==> src/rtl/mem_arb_pkg.sv <==
// Shared types and constants for the memory-port arbiter.
// Optional timeout logic in the top is enabled by defining MEM_ARB_TIMEOUT_EN.
package mem_arb_pkg;

  typedef enum logic [0:0] {ARB_IDLE, ARB_BUSY} arb_state_e;

  localparam int unsigned AddrW = 32;
  localparam int unsigned DataW = 32;
  localparam int unsigned BeW   = 4;

  localparam logic [DataW-1:0] MEM_ARB_ERR_DATA = 32'hDEAD_BEEF;

  // Keeps ID vectors at least one bit wide even for degenerate N.
  function automatic int unsigned id_width(input int unsigned n);
    return (n <= 1) ? 1 : $clog2(n);
  endfunction

endpackage

==> src/rtl/rr_arbiter.sv <==
// Combinational round-robin picker: lowest requesting index at or above ptr, with wrap-around.
module rr_arbiter
  import mem_arb_pkg::*;
#(
  parameter int unsigned N = 2,
  localparam int unsigned IdW = id_width(N)
) (
  input  logic [N-1:0]   req,
  input  logic [IdW-1:0] ptr,
  output logic [IdW-1:0] gnt_id,
  output logic           gnt_any
);

  localparam logic [IdW:0] NumW = (IdW+1)'(N);

  logic [IdW:0] idx;

  // Walk the rotated request vector; the first hit maps straight back to an absolute index.
  always_comb begin
    gnt_id  = '0;
    gnt_any = 1'b0;
    idx     = '0;
    for (int unsigned i = 0; i < N; i++) begin
      idx = {1'b0, ptr} + (IdW+1)'(i);
      if (idx >= NumW) begin
        idx = idx - NumW;
      end
      if (!gnt_any && req[idx[IdW-1:0]]) begin
        gnt_any = 1'b1;
        gnt_id  = idx[IdW-1:0];
      end
    end
  end

endmodule

==> src/rtl/mem_port_arbiter.sv <==
// Round-robin arbiter sharing one memory slave port among NUM_REQ masters, one transfer at a time.
// Define MEM_ARB_TIMEOUT_EN to add a per-transfer timeout with a sticky error flag.
module mem_port_arbiter
  import mem_arb_pkg::*;
#(
  parameter int unsigned NUM_REQ     = 2,
  parameter int unsigned TIMEOUT_CYC = 256,
  localparam int unsigned IdW = id_width(NUM_REQ)
) (
  input  logic                 clk,
  input  logic                 rst,
  input  logic [NUM_REQ-1:0]   m_mem_valid,
  input  logic [NUM_REQ-1:0]   m_mem_write_en,
  input  logic [AddrW-1:0]     m_mem_addr    [NUM_REQ],
  input  logic [DataW-1:0]     m_mem_wdata   [NUM_REQ],
  input  logic [BeW-1:0]       m_mem_byte_en [NUM_REQ],
  output logic [NUM_REQ-1:0]   m_mem_ready,
  output logic [DataW-1:0]     m_mem_rdata   [NUM_REQ],
  output logic                 s_mem_valid,
  output logic                 s_mem_write_en,
  output logic [AddrW-1:0]     s_mem_addr,
  output logic [DataW-1:0]     s_mem_wdata,
  output logic [BeW-1:0]       s_mem_byte_en,
  input  logic                 s_mem_ready,
  input  logic [DataW-1:0]     s_mem_rdata,
  output logic [IdW-1:0]       grant_id,
  output logic                 busy,
  output logic                 timeout_err
);

  localparam logic [IdW-1:0] LastId = IdW'(NUM_REQ - 1);

  if (NUM_REQ < 2 || TIMEOUT_CYC < 1) begin : g_bad_param
    $error("mem_port_arbiter: NUM_REQ must be >= 2 and TIMEOUT_CYC >= 1");
  end

  arb_state_e     state_q, state_d;
  logic [IdW-1:0] grant_q, grant_d;
  logic [IdW-1:0] ptr_q, ptr_d;
  logic [IdW-1:0] arb_id;
  logic           arb_any;
  logic           tmo_fire;
  logic           done;

  rr_arbiter #(
    .N(NUM_REQ)
  ) u_rr (
    .req    (m_mem_valid),
    .ptr    (ptr_q),
    .gnt_id (arb_id),
    .gnt_any(arb_any)
  );

  assign busy        = (state_q == ARB_BUSY);
  assign grant_id    = grant_q;
  assign s_mem_valid = busy;
  assign done        = busy & (s_mem_ready | tmo_fire);

`ifdef MEM_ARB_TIMEOUT_EN
  localparam int unsigned     CntW    = $clog2(TIMEOUT_CYC + 1);
  localparam logic [CntW-1:0] CntLast = CntW'(TIMEOUT_CYC - 1);

  logic [CntW-1:0] cnt_q;
  logic            err_q;

  // A ready in the final cycle wins over the timeout.
  assign tmo_fire    = busy & ~s_mem_ready & (cnt_q == CntLast);
  assign timeout_err = err_q;

  always_ff @(posedge clk) begin
    if (rst) begin
      cnt_q <= '0;
      err_q <= 1'b0;
    end else begin
      if (!busy) begin
        cnt_q <= '0;
      end else if (!s_mem_ready) begin
        cnt_q <= cnt_q + CntW'(1);
      end
      if (tmo_fire) begin
        err_q <= 1'b1;
      end
    end
  end
`else
  assign tmo_fire    = 1'b0;
  assign timeout_err = 1'b0;
`endif

  always_comb begin
    state_d = state_q;
    grant_d = grant_q;
    ptr_d   = ptr_q;
    unique case (state_q)
      ARB_IDLE: begin
        if (arb_any) begin
          grant_d = arb_id;
          state_d = ARB_BUSY;
        end
      end
      ARB_BUSY: begin
        if (done) begin
          ptr_d   = (grant_q == LastId) ? '0 : grant_q + IdW'(1);
          state_d = ARB_IDLE;
        end
      end
      default: state_d = ARB_IDLE;
    endcase
  end

  always_ff @(posedge clk) begin
    if (rst) begin
      state_q <= ARB_IDLE;
      grant_q <= '0;
      ptr_q   <= '0;
    end else begin
      state_q <= state_d;
      grant_q <= grant_d;
      ptr_q   <= ptr_d;
    end
  end

  // Downstream fields read as zero whenever no transfer is in flight.
  always_comb begin
    s_mem_write_en = 1'b0;
    s_mem_addr     = '0;
    s_mem_wdata    = '0;
    s_mem_byte_en  = '0;
    if (busy) begin
      s_mem_write_en = m_mem_write_en[grant_q];
      s_mem_addr     = m_mem_addr[grant_q];
      s_mem_wdata    = m_mem_wdata[grant_q];
      s_mem_byte_en  = m_mem_byte_en[grant_q];
    end
    for (int unsigned i = 0; i < NUM_REQ; i++) begin
      m_mem_ready[i] = 1'b0;
      m_mem_rdata[i] = '0;
      if (done && grant_q == IdW'(i)) begin
        m_mem_ready[i] = 1'b1;
        m_mem_rdata[i] = s_mem_ready ? s_mem_rdata : MEM_ARB_ERR_DATA;
      end
    end
  end

endmodule

==> config.mk <==
export PLATFORM = sky130hd
export DESIGN_NAME = mem_port_arbiter
export DESIGN_NICKNAME = d
export VERILOG_FILES = /design/src/rtl/mem_arb_pkg.sv /design/src/rtl/rr_arbiter.sv /design/src/rtl/mem_port_arbiter.sv
export SDC_FILE = /design/constraint.sdc
export NUM_CORES = 1
export LEC_CHECK = 0
export BUFFER_PORTS_ARGS = -buffer_cell sky130_fd_sc_hd__buf_2
export CORE_AREA = 10 10 114 116
export CTS_CLUSTER_SIZE = 25
export DETAILED_ROUTE_END_ITERATION = 10
export DIE_AREA = 0 0 124 126
export PLACE_DENSITY = 0.61
export SYNTH_ARGS = -nofsm -noshare
export SYNTH_HDL_FRONTEND = slang
export SYNTH_SLANG_ARGS = --single-unit
==> constraint.sdc <==
create_clock -name clk -period 2.15 [get_ports clk]
set_input_delay 0 -clock clk [delete_from_list [all_inputs] [get_ports clk]]
set_output_delay 0 -clock clk [all_outputs]
set_load 0.02 [all_outputs]
==> results.txt, run 1 <==
Result of the run: completed
PostCTS Resize Cnt: 0
Growth of design area from synthesis to finish: 105%
Root Buffer: sky130_fd_sc_hd__clkbuf_8
Final Hold Viols: 0
Nature of the critical path endpoint: output pin
Wire length per cell after detailed routing: 14.8 µm
Min-delay src: s_mem_ready
Core Region: 0.0107 mm²
Max Cap Violations: 0
Most used flip-flop cell after synthesis: sky130_fd_sc_hd__dfxtp_1
Worst-Margin Slew: 0.507 ns
Post-CTS Setup Bufs: 0
Largest net degree at the start of global routing: 47
TritonCTS Sinks: 3
Initial DRC count: 53
Number of routed nets with antenna violations: 0
Antenna violations before repair: 0
Min-delay worst type: input pin to flip-flop
TritonCTS clock tree: built
Starting utilization of the core area: 0.152
Clock transition at the register clock pins on the worst setup and hold paths after CTS: 0.03 ns
Number of global-route vias before repair: 2937
Synth Area in XOR/XNOR: 0
Fraction of post-synthesis cell area in the top cell type by area: 0.425
Avg Vias per Cell: 4.03
Buffer levels on the longest clock path: 2
# diodes: 0
Synth Area in Adders: 0
Reg2reg start: busy$_SDFF_PP0_
DR DRC count: 0
Warnings, synthesis: 0
Post-synthesis share of cell area spent on and, or, nand and nor gates: 0.398
Final nets: 752
GRT Util Overall: 0.117
Vert. Die Dim: 126 µm
Mux cell area share after synthesis: 0.425
Site row count: 38
Fraction of synthesis flops using an asynchronous set or reset pin: 0
Clock Skew: 0.000246 ns
Unrepaired setup endpoints after global routing: no
Die Wd: 124 µm
Combinational family with the most area after synthesis: multiplexers
Number of optimization iterations in the first detailed-route pass: 4
Static Leak: 2.00 nW
Largest area contributor in the synthesized netlist: sky130_fd_sc_hd__mux2i_1
Routed WL: 10600 µm
Crit share post-route: 0.728
Dominant cells by area after synthesis: sky130_fd_sc_hd__mux2i_1 42%, sky130_fd_sc_hd__nor2_1 31%, sky130_fd_sc_hd__nand2_1 7.6%, sky130_fd_sc_hd__buf_2 4.6%, sky130_fd_sc_hd__buf_4 4.2%
Final count of negative-setup-slack endpoints: 0
Area taken by multi-input logic gates: 0.00137 mm²
Slew headroom: 0.662
GRT overflow: 0
Die ar.: 0.0156 mm²
CP arrival: 1.57 ns
Setup TNS: 0 ns
Number of flops mapped to enable cells by yosys: 0
Num CTS Buffers: 3
Slew Viols, Final: 0
Wire length of the first global-routing pass: 15100 µm
H-Tree Depth: 1
Areal power density over the cells: 302 mW/mm²
Startpoint kind of the worst setup timing path: flip-flop
Count of boundary I/O pins: 314
Number of input and output port buffers inserted: 312
Critical Path RT: 2.15 ns
Sequential fraction of the synthesis area: 0.0369
Achievable clock frequency: 0.639 GHz
Critical path type: flip-flop to output pin
Cells after synthesis: 279
Compound-cell area share of the yosys netlist: 0.0185
# fillers: 1185
Biggest fanout along the worst timing path: 23
Fraction of layout cells with a size suffix above 1: 0.564
Crit. Startpoint: grant_id$_SDFFE_PP0P_
Vias post-DR: 2883
Gpl congestion: 0.883
Number of synthesized register bits: 3
Syn_nets: 454
Post-synthesis instance area: 0.00163 mm²
Insertion delay to the later sink of the worst-skew pair: 0.22 ns
Syn Area/Cell: 5.83 µm²
Area taken by flip-flops and latches: 63.8 µm²
Number of library cell types mapped by synthesis: 16
Crit path time final: 1.57 ns
Post-detailed-placement half-perimeter wirelength: 9180 µm
Final hold slack: 0.0274 ns
Maximum vdd drop: 265 µV
==> power by group <==
group / total (mW) / switching [mW] / internal (mW)
Combinational: 0.764 / 0.441 / 0.323
Clock: 0.168 / 0.0414 / 0.127
Sequential: 0.0751 / 0.0149 / 0.0602
Total: 1.01 / 0.497 / 0.510
==> per-layer routing <==
layer | global-route usage | wire length, µm | up-vias
li1 | - | - | 1482
met1 | 0.110 | 3540 | 1212
met2 | 0.229 | 5380 | 178
met3 | 0.0518 | 1550 | 11
met4 | 0.0142 | 99 | 0
met5 | 0 | 0 | -
==> stage by stage <==
step	utilization	std cells	setup WS [ns]	cell area (µm²)	power, mW
floorplan	-	279	0.865	1630	0.531
global placement	0.306	711	0.794	3280	0.846
detailed placement	0.306	711	0.816	3280	0.849
CTS	0.311	716	0.593	3330	1.02
global route	0.311	716	0.498	3330	1.10
finish	0.311	716	0.584	3330	1.01
==> synth_stat cells, types with 2 or more instances <==
master and count:
sky130_fd_sc_hd__nor2_1 135, sky130_fd_sc_hd__mux2i_1 69, sky130_fd_sc_hd__nand2_1 33, sky130_fd_sc_hd__buf_2 15, sky130_fd_sc_hd__buf_4 9, sky130_fd_sc_hd__buf_6 4, sky130_fd_sc_hd__dfxtp_1 3, sky130_fd_sc_hd__a21oi_1 2
sky130_fd_sc_hd__nor3_1 2
==> area by class of cell <==
| class | instances | area share |
|---|---|---|
| multi-input cells | 246 | 0.412 |
| repair buffers | 321 | 0.501 |
| inverters | 2 | 0.00225 |
| flip-flops and latches | 3 | 0.0192 |
| clock buffers | 4 | 0.0135 |
| well taps | 140 | 0.0526 |
==> cells in the final DEF, fill, tap and decap left out <==
cell / count
sky130_fd_sc_hd__clkbuf_1: 1
sky130_fd_sc_hd__clkbuf_8: 3
sky130_fd_sc_hd__conb_1: 1
sky130_fd_sc_hd__inv_1: 1
sky130_fd_sc_hd__mux2i_1: 69
sky130_fd_sc_hd__dfxtp_1: 2
sky130_fd_sc_hd__o211ai_1: 1
sky130_fd_sc_hd__nand2_1: 33
sky130_fd_sc_hd__nand2b_1: 1
sky130_fd_sc_hd__buf_12: 3
sky130_fd_sc_hd__buf_4: 5
sky130_fd_sc_hd__a21oi_1: 2
sky130_fd_sc_hd__dfxtp_4: 1
sky130_fd_sc_hd__inv_2: 1
sky130_fd_sc_hd__o21ai_0: 1
sky130_fd_sc_hd__dlygate4sd3_1: 1
sky130_fd_sc_hd__a211oi_1: 1
sky130_fd_sc_hd__nor2_1: 135
sky130_fd_sc_hd__buf_2: 312
sky130_fd_sc_hd__nor3_1: 2
==> worst max-delay path, stage by stage (launching register included) <==
cell                      delay, ns
sky130_fd_sc_hd__dfxtp_4       0.58
sky130_fd_sc_hd__buf_4         0.26
sky130_fd_sc_hd__mux2i_1       0.26
sky130_fd_sc_hd__nor2_1        0.06
sky130_fd_sc_hd__buf_2         0.16
==> final timing paths <==
path	depth (start not counted)	slack, ns	to
worst max-delay path	4	0.58	s_mem_wdata[28]
worst min-delay path	2	0.03	busy$_SDFF_PP0_
worst max register to register	4	0.85	grant_id$_SDFFE_PP0P_
worst min register to register	2	0.51	ptr_q$_SDFFE_PP0P_
==> flip-flops by register name (all words and copies together), names as in the netlist <==
| signal | count |
|---|---|
| busy | 1 |
| grant_id | 1 |
| ptr_q | 1 |
==> what timing repair did <==
item | in CTS | in global routing
endpoints found under the hold margin | 3 | 0
endpoints found under the setup margin | 0 | 0
hold buffers | 1 | 0
==> cell families after synthesis <==
group,after synthesis
other,1
AND/OR/NAND/NOR,171
multiplexers,69
AO/OA/AOI/OAI,5
flip-flops,3
buffers and inverters,30
No activity file was read; power rests on OpenSTA's default activity.
==> run 2: changes to the inputs <==
--- a/config.mk
+++ b/config.mk
@@ -5,6 +5,7 @@
 export SDC_FILE = /design/constraint.sdc
 export NUM_CORES = 1
 export LEC_CHECK = 0
+export ABC_AREA = 1
 export BUFFER_PORTS_ARGS = -buffer_cell sky130_fd_sc_hd__buf_2
 export CORE_AREA = 10 10 114 116
 export CTS_CLUSTER_SIZE = 25
==> constraint.sdc (replaced) <==
create_clock -name clk -period 1.6 [get_ports clk]
set_input_delay 0 -clock clk [delete_from_list [all_inputs] [get_ports clk]]
set_output_delay 0 -clock clk [all_outputs]
set_load 0.02 [all_outputs]
==> results.txt, run 2 <==
Fraction of post-synthesis cell area in the top cell type by area: 0.434
Insertion delay to the later sink of the worst-skew pair: 0.22 ns
Largest net degree at the start of global routing: 72
Avg Vias per Cell: 3.98
Post-synthesis instance area: 0.00166 mm²
Number of optimization iterations in the first detailed-route pass: 4
Number of routed nets with antenna violations: 0
Die Wd: 124 µm
Slowest stage delay, CP: 0.35 ns
Wire length of the first global-routing pass: 16600 µm
Warnings, synthesis: 0
Largest area contributor in the synthesized netlist: sky130_fd_sc_hd__nor2_1
Buffers and inverters on the worst path: 2
H-Tree Depth: 1
Max Cap Violations: 0
Wire length per cell after detailed routing: 15.0 µm
TritonCTS Sinks: 3
Antenna violations before repair: 1
Count of boundary I/O pins: 314
TritonCTS clock tree: built
Gpl congestion: 0.831
Number of library cell types mapped by synthesis: 23
Growth of design area from synthesis to finish: 97.7%
Final hold slack: 0.00804 ns
Highest-count cells in the layout ignoring fill and taps: 312 x sky130_fd_sc_hd__buf_2, 192 x sky130_fd_sc_hd__nor2_1, 70 x sky130_fd_sc_hd__o21ai_0, 35 x sky130_fd_sc_hd__inv_1, 7 x sky130_fd_sc_hd__nor2_2
PostCTS Resize Cnt: 0
# diodes: 0
Grt peak-use layer: met2
Routed WL: 11800 µm
Clock Skew: 0.000409 ns
Initial DRC count: 86
GRT Util Overall: 0.133
Syn Area/Cell: 4.67 µm²
DR DRC count: 0
Cell at the slowest stage of the critical path: sky130_fd_sc_hd__dfxtp_2
Maximum vdd drop: 196 µV
Starting utilization of the core area: 0.155
Number of input and output port buffers inserted: 312
Final Hold Viols: 0
Num CTS Buffers: 3
Minimum setup slack in the final design: 0.156 ns
Sequential fraction of the synthesis area: 0.0362
Post-CTS Setup Bufs: 0
Met1 Use GR: 0.133
Fraction of synthesis flops using an asynchronous set or reset pin: 0
Crit path time final: 1.44 ns
Setup TNS: 0 ns
Most frequent standard cell in the layout excluding fill and tap cells: sky130_fd_sc_hd__buf_2
Final nets: 820
Vert. Die Dim: 126 µm
Syn_nets: 530
Most used flip-flop cell after synthesis: sky130_fd_sc_hd__dfxtp_1
Crit-path leading delay family: simple AND/OR/NAND/NOR gates
Min-delay worst type: input pin to flip-flop
Met2 track demand over resource in global routing: 0.248
Cells after synthesis: 355
Most used standard cells in the synthesized netlist: 192 x sky130_fd_sc_hd__nor2_1, 70 x sky130_fd_sc_hd__o21ai_0, 35 x sky130_fd_sc_hd__inv_1
Die ar.: 0.0156 mm²
Biggest fanout along the worst timing path: 37
Critical path type: flip-flop to output pin
List of cells traversed by the critical path: inv_8 > nand2_4 > nor2_1 > buf_2
Unrepaired setup endpoints after global routing: no
CP arrival: 1.44 ns
Core Region: 0.0107 mm²
Achievable clock frequency: 0.692 GHz
Buffer levels on the longest clock path: 2
Number of global-route vias before repair: 3202
Result of the run: completed
Number of hold buffers added after CTS: 0
Critical Path RT: 1.60 ns
Dominant cells by area after synthesis: sky130_fd_sc_hd__nor2_1 43%, sky130_fd_sc_hd__o21ai_0 21%, sky130_fd_sc_hd__inv_1 7.9%, sky130_fd_sc_hd__buf_6 6.1%, sky130_fd_sc_hd__dfxtp_1 3.6%
Clock transition at the register clock pins on the worst setup and hold paths after CTS: 0.03 ns
Worst slack at placement: 0.336 ns
Placed Cells incl. Taps: 780
Site row count: 38
Static Leak: 2.31 nW
GRT overflow: 0
Number of synthesized register bits: 3
Number of flops mapped to enable cells by yosys: 0
Crit share post-route: 0.903
Final count of negative-setup-slack endpoints: 0
Met3 track demand over resource: 0.0603
Post-detailed-placement half-perimeter wirelength: 10100 µm
Most common cell in the netlist: sky130_fd_sc_hd__nor2_1
Areal power density over the cells: 411 mW/mm²
Slew Viols, Final: 0
Non-filler instance count after layout: 784
Nature of the critical path endpoint: output pin
Startpoint kind of the worst setup timing path: flip-flop
Fraction of layout cells with a size suffix above 1: 0.523
Vias post-DR: 3120
Root Buffer: sky130_fd_sc_hd__clkbuf_8
-- run 2: cell types whose count changed after synthesis, sizes merged, moves of 2 or more --
cell / change
buf: -9
clkbuf: +12
inv: +36
mux2i: -69
nand2: -28
nor2: +68
nor3: -2
o21ai: +69
-- run 2: cell type report --
type                       instances  area [µm²]
tap                              140         175
inverter                          38         153
sequential                         3        62.6
fill                            1255        7420
multi-input combinational        283        1230
timing repair buffer             316        1620
clock buffer                       4        45.0
-- run 2: where the power goes --
part           total, mW  leakage [nW]  switching [mW]  internal (mW)
clock              0.221        0.0228          0.0509          0.170
sequential        0.0897        0.0254         0.00714         0.0826
combinational       1.04          2.26           0.655          0.381
-- run 2: stage by stage --
step	power (mW)	util	instance area [µm²]
4_1_cts	1.37	0.307	3280
5_1_grt	1.48	0.307	3280
3_3_place_gp	1.14	0.302	3240
2_1_floorplan	0.691	-	1660
3_5_place_dp	1.14	0.302	3240
6_report	1.35	0.307	3280
-- run 2: cell families (layout without fill, tap and decap cells) --
kind of cell / after synthesis / in the layout / synth area share
AND/OR/NAND/NOR: 209 / 209 / 0.517
flip-flops: 3 / 3 / 0.0362
AO/OA/AOI/OAI: 73 / 73 / 0.222
buffers and inverters: 69 / 358 / 0.223
other: 1 / 1 / 0.00226
-- run 2: worst reg2reg max path: stages (launching register included) --
cell	delay [ns]
sky130_fd_sc_hd__dfxtp_2	0.35
sky130_fd_sc_hd__buf_4	0.32
sky130_fd_sc_hd__inv_1	0.10
sky130_fd_sc_hd__o21ai_0	0.13
sky130_fd_sc_hd__nand2_1	0.08
sky130_fd_sc_hd__a21oi_1	0.12
-- run 2: per-layer routing --
layer  vias up  routed length (µm)
met4         2                  63
met2       185                5830
met1      1277                4250
li1       1650                   -
met3         6                1610
met5         -                  17
-- run 2: path summary, 6_finish.rpt --
kind	end	cells after the start	startpoint	slack (ns)
hold / removal	busy$_SDFF_PP0_	2	rst	0.008
hold reg to reg	ptr_q$_SDFFE_PP0P_	2	ptr_q$_SDFFE_PP0P_	0.49
setup / recovery	m_mem_rdata[45]	4	grant_id$_SDFFE_PP0P_	0.16
setup reg to reg	grant_id$_SDFFE_PP0P_	5	busy$_SDFF_PP0_	0.42
==> run 3: changes to the inputs <==
--- a/config.mk
+++ b/config.mk
@@ -5,13 +5,12 @@
 export SDC_FILE = /design/constraint.sdc
 export NUM_CORES = 1
 export LEC_CHECK = 0
-export ABC_AREA = 1
 export BUFFER_PORTS_ARGS = -buffer_cell sky130_fd_sc_hd__buf_2
-export CORE_AREA = 10 10 114 116
+export CORE_AREA = 10 10 115 117
 export CTS_CLUSTER_SIZE = 25
 export DETAILED_ROUTE_END_ITERATION = 10
-export DIE_AREA = 0 0 124 126
-export PLACE_DENSITY = 0.61
+export DIE_AREA = 0 0 125 127
+export PLACE_DENSITY = 0.6
 export SYNTH_ARGS = -nofsm -noshare
 export SYNTH_HDL_FRONTEND = slang
 export SYNTH_SLANG_ARGS = --single-unit
==> results.txt, run 3 (synthesis gave the netlist of run 1 again) <==
Result of the run: completed
Antenna violations before repair: 0
Buffer levels on the longest clock path: 2
Slew Viols, Final: 0
Die ar.: 0.0159 mm²
Critical Path RT: 1.60 ns
GRT overflow: 0
Routed WL: 10400 µm
TritonCTS clock tree: built
Vias post-DR: 2858
Max Cap Violations: 0
Highest-count cells in the layout ignoring fill and taps: 312 x sky130_fd_sc_hd__buf_2, 135 x sky130_fd_sc_hd__nor2_1, 69 x sky130_fd_sc_hd__mux2i_1, 32 x sky130_fd_sc_hd__nand2_1, 7 x sky130_fd_sc_hd__buf_4
Total power of the final layout: 1.55 mW
Part of the power in registers: 0.057
Achievable clock frequency: 0.733 GHz
Static Leak: 2.05 nW
Final nets: 757
GRT Util Overall: 0.113
H-Tree Depth: 1
Net switching power figure: 681 µW
Unrepaired setup endpoints after global routing: no
Min-delay worst type: input pin to flip-flop
Areal power density over the cells: 449 mW/mm²
Worst setup slack for register-to-register paths: 0.54 ns
Portion of total power attributed to the clock network: 0.253
Core Region: 0.0111 mm²
Post-detailed-placement half-perimeter wirelength: 9090 µm
Post-Route Utilization: 0.309
Internal power of the cells: 864 µW
Biggest fanout along the worst timing path: 37
Clock transition at the register clock pins on the worst setup and hold paths after CTS: 0.03 ns
Non-filler instance count after layout: 724
Avg Vias per Cell: 3.95
Minimum setup slack in the final design: 0.236 ns
Most frequent standard cell in the layout excluding fill and tap cells: sky130_fd_sc_hd__buf_2
Worst slack at placement: 0.226 ns
Number of routed nets with antenna violations: 0
Area taken by multi-input logic gates: 0.00137 mm²
Final count of negative-setup-slack endpoints: 0
Clock Skew: 0.00106 ns
Num CTS Buffers: 3
Root Buffer: sky130_fd_sc_hd__clkbuf_16
TritonCTS Sinks: 3
Gpl congestion: 0.817
# fillers: 1266
Startpoint kind of the worst setup timing path: flip-flop
Fraction of layout cells with a size suffix above 1: 0.570
Worst R2R Path Depth: 3
DR DRC count: 0
Maximum vdd drop: 238 µV
Crit share post-route: 0.852
Wire length per cell after detailed routing: 14.4 µm
Crit path time final: 1.36 ns
Number of input and output port buffers inserted: 312
Placed Cells incl. Taps: 716
Depth of the worst hold-timing path: 2
Final Hold Viols: 0
Growth of design area from synthesis to finish: 111%
# diodes: 0
Starting utilization of the core area: 0.146
Initial DRC count: 56
Wire length of the first global-routing pass: 15200 µm
Number of global-route vias before repair: 2918
Area taken by flip-flops and latches: 63.8 µm²
Setup TNS: 0 ns
Die Wd: 125 µm
Switching Share: 0.441
Largest net degree at the start of global routing: 39
Share of power burned in combinational logic: 0.691
Insertion delay to the later sink of the worst-skew pair: 0.22 ns
Count of boundary I/O pins: 314
Number of optimization iterations in the first detailed-route pass: 6
CP arrival: 1.36 ns
Vert. Die Dim: 127 µm
Nature of the critical path endpoint: output pin
Site row count: 39
Critical path type: flip-flop to output pin
run 3: final cells by class:
class / count / share of cell area
sequential: 3 / 0.0186
inverter: 2 / 0.00218
timing repair buffer: 326 / 0.505
multi-input combinational: 246 / 0.400
tap: 143 / 0.0520
clock buffer: 4 / 0.0229
run 3: final timing paths:
check / startpoint / endpoint
setup / recovery: grant_id$_SDFFE_PP0P_ / s_mem_wdata[31]
setup reg to reg: busy$_SDFF_PP0_ / grant_id$_SDFFE_PP0P_
hold / removal: s_mem_ready / busy$_SDFF_PP0_
hold reg to reg: ptr_q$_SDFFE_PP0P_ / ptr_q$_SDFFE_PP0P_
run 3: power groups by stage:
| stage | sequential [mW] | clock [mW] | combinational [mW] |
|---|---|---|---|
| finish | 0.0874 | 0.390 | 1.07 |
| global route | 0.0889 | 0.410 | 1.16 |
| CTS | 0.0954 | 0.399 | 1.06 |
| detailed placement | 0.0961 | 0 | 1.05 |
| global placement | 0.0951 | 0 | 1.05 |
| floorplan | 0.0900 | 0 | 0.623 |
run 3: metrics by stage:
| step | instance area [µm²] | hold WS, ns |
|---|---|---|
| after floorplan | 1630 | 0.0691 |
| after global placement | 3310 | 0.188 |
| after detailed placement | 3310 | 0.188 |
| after CTS | 3400 | 0.0289 |
| after global routing | 3440 | 0.0551 |
| final | 3440 | 0.0381 |
run 3: timing repair:
action / CTS / global route
hold buffers: 1 / 0
endpoints found under the setup margin: 1 / 15
gates resized for setup: 1 / 1
setup buffers: 0 / 3
endpoints found under the hold margin: 3 / 0
run 3: worst max-delay path, cell delays in order (launching register included):
cell	delay (ns)
sky130_fd_sc_hd__dfxtp_4	0.38
sky130_fd_sc_hd__buf_12	0.26
sky130_fd_sc_hd__mux2i_1	0.26
sky130_fd_sc_hd__nor2_1	0.06
sky130_fd_sc_hd__buf_2	0.16
run 3: per-layer routing:
layer	vias to the layer above	wire [µm]	GRT usage
li1	1492	-	-
met1	1198	3880	0.115
met2	160	5510	0.219
met3	8	916	0.0380
met4	0	117	0.0244
met5	-	0	0
